[config.mk]
export PLATFORM = sky130hd
export DESIGN_NAME = reflex_round_ctrl
export DESIGN_NICKNAME = d
export VERILOG_FILES = /design/src/rtl/reflex_pkg.sv /design/src/rtl/round_timer.sv /design/src/rtl/reflex_round_ctrl.sv
export SDC_FILE = /design/constraint.sdc
export NUM_CORES = 1
export LEC_CHECK = 0
export ABC_CLOCK_PERIOD_IN_PS = 3500
export BUFFER_PORTS_ARGS = -buffer_cell sky130_fd_sc_hd__buf_2
export CAP_MARGIN = 20
export CELL_PAD_IN_SITES_DETAIL_PLACEMENT = 1
export CELL_PAD_IN_SITES_GLOBAL_PLACEMENT = 2
export CORE_AREA = 2 2 141 74
export DETAILED_ROUTE_END_ITERATION = 12
export DIE_AREA = 0 0 143 76
export PLACE_DENSITY_LB_ADDON = 0.1
export SYNTH_ARGS = -nofsm -noshare
export SYNTH_HDL_FRONTEND = slang
export SYNTH_SLANG_ARGS = --single-unit
export TNS_END_PERCENT = 5
[constraint.sdc]
create_clock -name clk -period 3.5 [get_ports clk]
set_input_delay 0.35 -clock clk [delete_from_list [all_inputs] [get_ports clk]]
set_output_delay 0.35 -clock clk [all_outputs]
set_load 0.05 [all_outputs]
[src/rtl/reflex_pkg.sv]
// Shared definitions for the reflex trainer round sequencer.
// Latency: n/a (types, widths and helpers only).
// Backpressure: n/a.
package reflex_pkg;

    localparam int MS_W  = 10;
    localparam int CNT_W = 8;

    // Best reaction value meaning "no hit yet this game".
    localparam logic [MS_W-1:0] REACT_INIT = 10'd1023;

    typedef enum logic [2:0] {
        ST_IDLE   = 3'd0,
        ST_GAP    = 3'd1,
        ST_SPAWN  = 3'd2,
        ST_ACTIVE = 3'd3,
        ST_DONE   = 3'd4
    } state_t;

    function automatic logic [MS_W-1:0] min_ms(input logic [MS_W-1:0] a,
                                               input logic [MS_W-1:0] b);
        return (a < b) ? a : b;
    endfunction

endpackage

[src/rtl/round_timer.sv]
// Millisecond counter for GAP and ACTIVE phases, with terminal match against a runtime limit.
// Latency: count_o updates one cycle after en_i/clr_i; match_o is combinational on the current tick.
// Backpressure: none; counts every enabled tick.
//
// Ports:
//   clk, rst      clock, async active-high reset
//   clr_i         synchronous clear (wins over en_i)
//   en_i          advance by one (qualified 1 ms tick)
//   limit_i       last count value of the current phase
//   count_o       current count
//   match_o       high on the enabled tick where count_o == limit_i
module round_timer
    import reflex_pkg::*;
(
    input  logic            clk,
    input  logic            rst,
    input  logic            clr_i,
    input  logic            en_i,
    input  logic [MS_W-1:0] limit_i,
    output logic [MS_W-1:0] count_o,
    output logic            match_o
);

    logic [MS_W-1:0] count_q;
    logic [MS_W-1:0] count_d;

    always_comb begin
        count_d = count_q;
        if (clr_i) begin
            count_d = '0;
        end else if (en_i) begin
            count_d = count_q + 1'b1;
        end
    end

    always_ff @(posedge clk or posedge rst) begin
        if (rst) begin
            count_q <= '0;
        end else begin
            count_q <= count_d;
        end
    end

    assign count_o = count_q;
    assign match_o = en_i && (count_q == limit_i);

endmodule

[src/rtl/reflex_round_ctrl.sv]
// Reflex trainer game sequencer: schedules target rounds, times responses, tallies hits/misses.
// Latency: every output is registered; events sampled at edge M are visible after edge M.
// Backpressure: none; start/hit/tick_ms are single-cycle strobes consumed when the state allows.
//
// Ports:
//   clk, rst          clock, async active-high reset
//   start             begin a game (accepted in IDLE and DONE)
//   abort             synchronous return to IDLE, highest priority
//   tick_ms           1 ms strobe
//   hit               player touched the current target
//   new_ball          one-cycle request to the ball generator (SPAWN)
//   ball_visible      target drawable / hittable (ACTIVE)
//   game_over         high in DONE
//   state             FSM state, reflex_pkg encoding
//   score, misses, round_cnt, last_reaction_ms, best_reaction_ms   game statistics
module reflex_round_ctrl
    import reflex_pkg::*;
#(
    parameter int ROUNDS     = 10,
    parameter int TIMEOUT_MS = 1000,
    parameter int GAP_MS     = 500,
    parameter int MAX_MISSES = 3
) (
    input  logic             clk,
    input  logic             rst,
    input  logic             start,
    input  logic             abort,
    input  logic             tick_ms,
    input  logic             hit,
    output logic             new_ball,
    output logic             ball_visible,
    output logic             game_over,
    output logic [2:0]       state,
    output logic [CNT_W-1:0] score,
    output logic [CNT_W-1:0] misses,
    output logic [CNT_W-1:0] round_cnt,
    output logic [MS_W-1:0]  last_reaction_ms,
    output logic [MS_W-1:0]  best_reaction_ms
);

    localparam logic [MS_W-1:0]  GAP_LAST     = MS_W'(GAP_MS - 1);
    localparam logic [MS_W-1:0]  TIMEOUT_LAST = MS_W'(TIMEOUT_MS - 1);
    localparam logic [CNT_W-1:0] ROUNDS_C     = CNT_W'(ROUNDS);
    localparam logic [CNT_W-1:0] MAX_MISS_C   = CNT_W'(MAX_MISSES);

    state_t state_q, state_d;

    logic [CNT_W-1:0] score_q, score_d;
    logic [CNT_W-1:0] misses_q, misses_d;
    logic [CNT_W-1:0] round_q, round_d;
    logic [MS_W-1:0]  last_q, last_d;
    logic [MS_W-1:0]  best_q, best_d;

    logic new_ball_q, new_ball_d;
    logic visible_q, visible_d;
    logic over_q, over_d;

    // Timer interface
    logic [MS_W-1:0] tmr_count;
    logic [MS_W-1:0] tmr_limit;
    logic            tmr_match;
    logic            tmr_en;
    logic            tmr_clr;

    // Qualified events; abort masks everything else.
    logic start_ev;
    logic hit_ev;
    logic miss_ev;
    logic game_end;

    assign start_ev = !abort && start && (state_q == ST_IDLE || state_q == ST_DONE);
    assign hit_ev   = !abort && hit && (state_q == ST_ACTIVE);
    // A hit on the final tick takes precedence over the timeout.
    assign miss_ev  = !abort && !hit && tmr_match && (state_q == ST_ACTIVE);

    // The timer only runs in the two timed phases; the limit follows the phase.
    assign tmr_en    = tick_ms && (state_q == ST_GAP || state_q == ST_ACTIVE);
    assign tmr_limit = (state_q == ST_GAP) ? GAP_LAST : TIMEOUT_LAST;
    // Every phase starts from zero, so any state change (or abort) clears it.
    assign tmr_clr   = abort || (state_d != state_q);

    round_timer u_timer (
        .clk     (clk),
        .rst     (rst),
        .clr_i   (tmr_clr),
        .en_i    (tmr_en),
        .limit_i (tmr_limit),
        .count_o (tmr_count),
        .match_o (tmr_match)
    );

    // Score datapath: next values of the game statistics.
    always_comb begin
        score_d  = score_q;
        misses_d = misses_q;
        round_d  = round_q;
        last_d   = last_q;
        best_d   = best_q;
        if (start_ev) begin
            score_d  = '0;
            misses_d = '0;
            round_d  = '0;
            last_d   = '0;
            best_d   = REACT_INIT;
        end else if (hit_ev) begin
            score_d = score_q + 1'b1;
            round_d = round_q + 1'b1;
            last_d  = tmr_count;
            best_d  = min_ms(best_q, tmr_count);
        end else if (miss_ev) begin
            misses_d = misses_q + 1'b1;
            round_d  = round_q + 1'b1;
        end
    end

    // Decided on the post-event counts so the final round lands directly in DONE.
    assign game_end = (round_d == ROUNDS_C) || (misses_d == MAX_MISS_C);

    // FSM: state register
    always_ff @(posedge clk or posedge rst) begin
        if (rst) begin
            state_q <= ST_IDLE;
        end else begin
            state_q <= state_d;
        end
    end

    // FSM: next-state logic
    always_comb begin
        state_d = state_q;
        if (abort) begin
            state_d = ST_IDLE;
        end else begin
            case (state_q)
                ST_IDLE, ST_DONE: begin
                    if (start) state_d = ST_GAP;
                end
                ST_GAP: begin
                    if (tmr_match) state_d = ST_SPAWN;
                end
                ST_SPAWN: begin
                    state_d = ST_ACTIVE;
                end
                ST_ACTIVE: begin
                    if (hit_ev || miss_ev) begin
                        state_d = game_end ? ST_DONE : ST_GAP;
                    end
                end
                default: begin
                    state_d = ST_IDLE;
                end
            endcase
        end
    end

    // FSM: output logic, decoded from the next state so the flags register
    // alongside the state they describe.
    always_comb begin
        new_ball_d = (state_d == ST_SPAWN);
        visible_d  = (state_d == ST_ACTIVE);
        over_d     = (state_d == ST_DONE);
    end

    always_ff @(posedge clk or posedge rst) begin
        if (rst) begin
            score_q    <= '0;
            misses_q   <= '0;
            round_q    <= '0;
            last_q     <= '0;
            best_q     <= REACT_INIT;
            new_ball_q <= 1'b0;
            visible_q  <= 1'b0;
            over_q     <= 1'b0;
        end else begin
            score_q    <= score_d;
            misses_q   <= misses_d;
            round_q    <= round_d;
            last_q     <= last_d;
            best_q     <= best_d;
            new_ball_q <= new_ball_d;
            visible_q  <= visible_d;
            over_q     <= over_d;
        end
    end

    assign new_ball         = new_ball_q;
    assign ball_visible     = visible_q;
    assign game_over        = over_q;
    assign state            = state_q;
    assign score            = score_q;
    assign misses           = misses_q;
    assign round_cnt        = round_q;
    assign last_reaction_ms = last_q;
    assign best_reaction_ms = best_q;

endmodule

==> flow_summary.ini <==
[synth]
yosysWarnings = 0
ys_types = 52
synthArstFlopShare = 1.00
syn_avg_cell_area_sq_um = 9.55
synth_area_sq_mm = 0.00330
synth_top_area_frac = 0.380
synth-main-ff-cell = dfrtp_1
synth_seq_cells = 60
yosysTopAreaCell = dfrtp_1
synth_area_leaders = dfrtp_1 38%, dfstp_2 8.0%, nand2_1 5.2%
synth_edf_count = 0
syn_nets = 364
synthCells = 345
ys_seq_area_frac = 0.459

[worst_setup_path]
crit_slowest_cell = dfrtp_1
criticalPathCategory = register to register
critPathLaunchType = register
arrival_ns = 3.22
end_kind = register
required_ns = 3.73
crit_fanout = 11
path_cells = nor3b_2 > mux2i_4 > a21oi_2 > or4_1 > a21oi_1 > nor4b_2 > nand3_1 > a31oi_1
max_stage_delay_ns = 0.56
cp_top_family = simple AND/OR/NAND/NOR gates
cp_num_buf_inv = 0

[placement]
placed_cells = 530
place_area_sq_mm = 0.00372
gp_congestion = 0.769
io_buffers = 55
dp_hpwl_mm = 7.01

[floorplanning]
start_util = 0.337
fp.dieW_um = 143
ios = 56
die_height_um = 76
core_sq_mm = 0.00979
dieArea_sq_mm = 0.0109
num_rows = 26

[route]
wl_per_cell_um = 17.4
first_iter_violations = 162
drc_errors = 0
first_pass_iters = 4
ant_nets = 0
vias = 2783
totalWireLength_mm = 9.50
avgViaCountPerCell = 5.10

[sta]
hold_violations = 0
fin_crit_ns = 2.99
finalCritPeriodShare = 0.853
max_freq_mhz = 335
worstMarginPinSlew_ns = 0.831
holdWs_ns = 0.174
final-max-slew-violation-count = 0
rsz0062_at_grt = false
max_slew_margin = 0.445
setup_violations = 0
setup_tns_ns = 0
skew_ns = 0.0108

[layout]
fin_area_sq_mm = 0.00403
diodes = 0
final_nets = 420
final_cells = 546
drive_gt1_frac = 0.241
syn2layout_area_growth_pct = 22.2
postLayoutCoreUtil = 0.411

[global_route]
grt_pass1_vias = 2832
grt_first_pass_wirelength_mm = 16.0
overflow = 0
grt_max_degree = 37
antenna_found_initial = 0
grt.total_usage = 0.190

[power_and_ir_drop]
power_density_mw_per_mm2 = 415
max-vdd-ir-drop_uv = 217
power_leakage_uw = 0.00191

[worst_hold_path]
hold_class = primary input to asynchronous set/reset pin

[clock_tree]
cts_tree = yes
cts.sinks = 60
root_buffer = clkbuf_16
cts_resized = 0
insertion_delay_ns = 0.33
cts_setup_buffers = 0
htreeDepth = 3
path_clk_slew_ns = 0.06
cts_made_buffers = 9
postCtsHoldBufs = 0
clock_path_buffers = 2

[status]
status = finished clean

[run]
drv_cap = 0
[cells in the mapped netlist (all sizes together) (5+ instances only)]
| cell type | n |
|---|---|
| a21oi | 21 |
| a31oi | 5 |
| and2 | 6 |
| buf | 6 |
| clkbuf | 11 |
| dfrtp | 50 |
| dfstp | 10 |
| ha | 13 |
| inv | 13 |
| mux2i | 8 |
| nand2 | 46 |
| nand2b | 7 |
| nand3 | 16 |
| nand4 | 8 |
| nor2 | 31 |
| nor4 | 8 |
| o211ai | 9 |
| o21ai | 10 |
| xnor2 | 11 |
| xor2 | 10 |
[flip-flops by register name, indices dropped and copies added, names as in the netlist]
register and cells:
state 3, best_reaction_ms 10, new_ball 1, game_over 1, ball_visible 1, score 8
last_reaction_ms 10, misses 8, u_timer.count_o 10, round_cnt 8
[worst reg2reg max path: cells and delay by family, from the launching register on]
family	cells	cell delay [ns]
mux	1	0.43
flops	1	0.56
simple gates	4	1.29
compound gates	3	0.61
[per-stage QoR]
stage / power, uW / setup slack (ns)
after floorplan: 760 / 0.523
after global placement: 783 / 0.740
after detailed placement: 783 / 0.578
after CTS: 1700 / 0.533
after global routing: 1740 / 0.229
final: 1670 / 0.515
[where the power goes]
part	internal (uW)	switching, uW
combinational	16.7	51.9
clock	587	316
sequential	697	4.59
[final cells by class]
type                            instances  area (sq um)
Inverter                               13          48.8
Clock inverter                          4          47.5
Clock buffer                           12           256
Timing Repair Buffer                   62           328
Sequential cell                        60          1510
Multi-Input combinational cell        255          1660
Fill cell                            1138          5760
Tap cell                              140           175
[layout by cell type (no fill, tap or decap), drive strengths merged, types with 2 or more instances in the layout]
cell	instances
a2111oi	2
a21o	4
a21oi	21
a31oi	5
and2	6
and3	4
and4	2
buf	62
clkbuf	12
clkinv	2
dfrtp	50
dfstp	10
ha	13
inv	13
mux2i	8
nand2	46
nand2b	7
nand3	16
nand3b	4
nand4	8
nor2	31
nor2b	3
nor3	4
nor3b	2
nor4	8
o211ai	9
o21ai	10
o31ai	2
or3	4
or4	3
xnor2	11
xor2	10
[worst paths after layout]
kind / from / endpoint / slack (ns) / depth (start not counted)
setup / recovery: state[0] / game_over / 0.51 / 8
hold / removal: rst / u_timer.count_o[1] / 0.17 / 2
setup reg to reg: state[0] / game_over / 0.51 / 8
hold reg to reg: last_reaction_ms[9] / last_reaction_ms[9] / 0.51 / 2
max in group asynchronous: rst / best_reaction_ms[9] / 2.41 / 3
min in group clk: abort / new_ball / 0.31 / 2
[metal layers]
layer	share of wire	global-route usage	wire length [um]
met5	0	0	0
met1	0.58	0.315	5520
met4	0.0046	0.0446	44
met2	0.38	0.235	3600
met3	0.035	0.0509	332
[kinds of logic (layout without fill, tap and decap cells)]
family / after synthesis / count (layout) / synth area share
flops: 60 / 60 / 0.459
buf+inv: 30 / 91 / 0.0376
compound gates: 57 / 57 / 0.109
simple gates: 156 / 156 / 0.261
xor+xnor: 21 / 21 / 0.0558
fa+ha+maj: 13 / 13 / 0.0494
mux: 8 / 8 / 0.0281
Power figures use the tool's default switching activity.
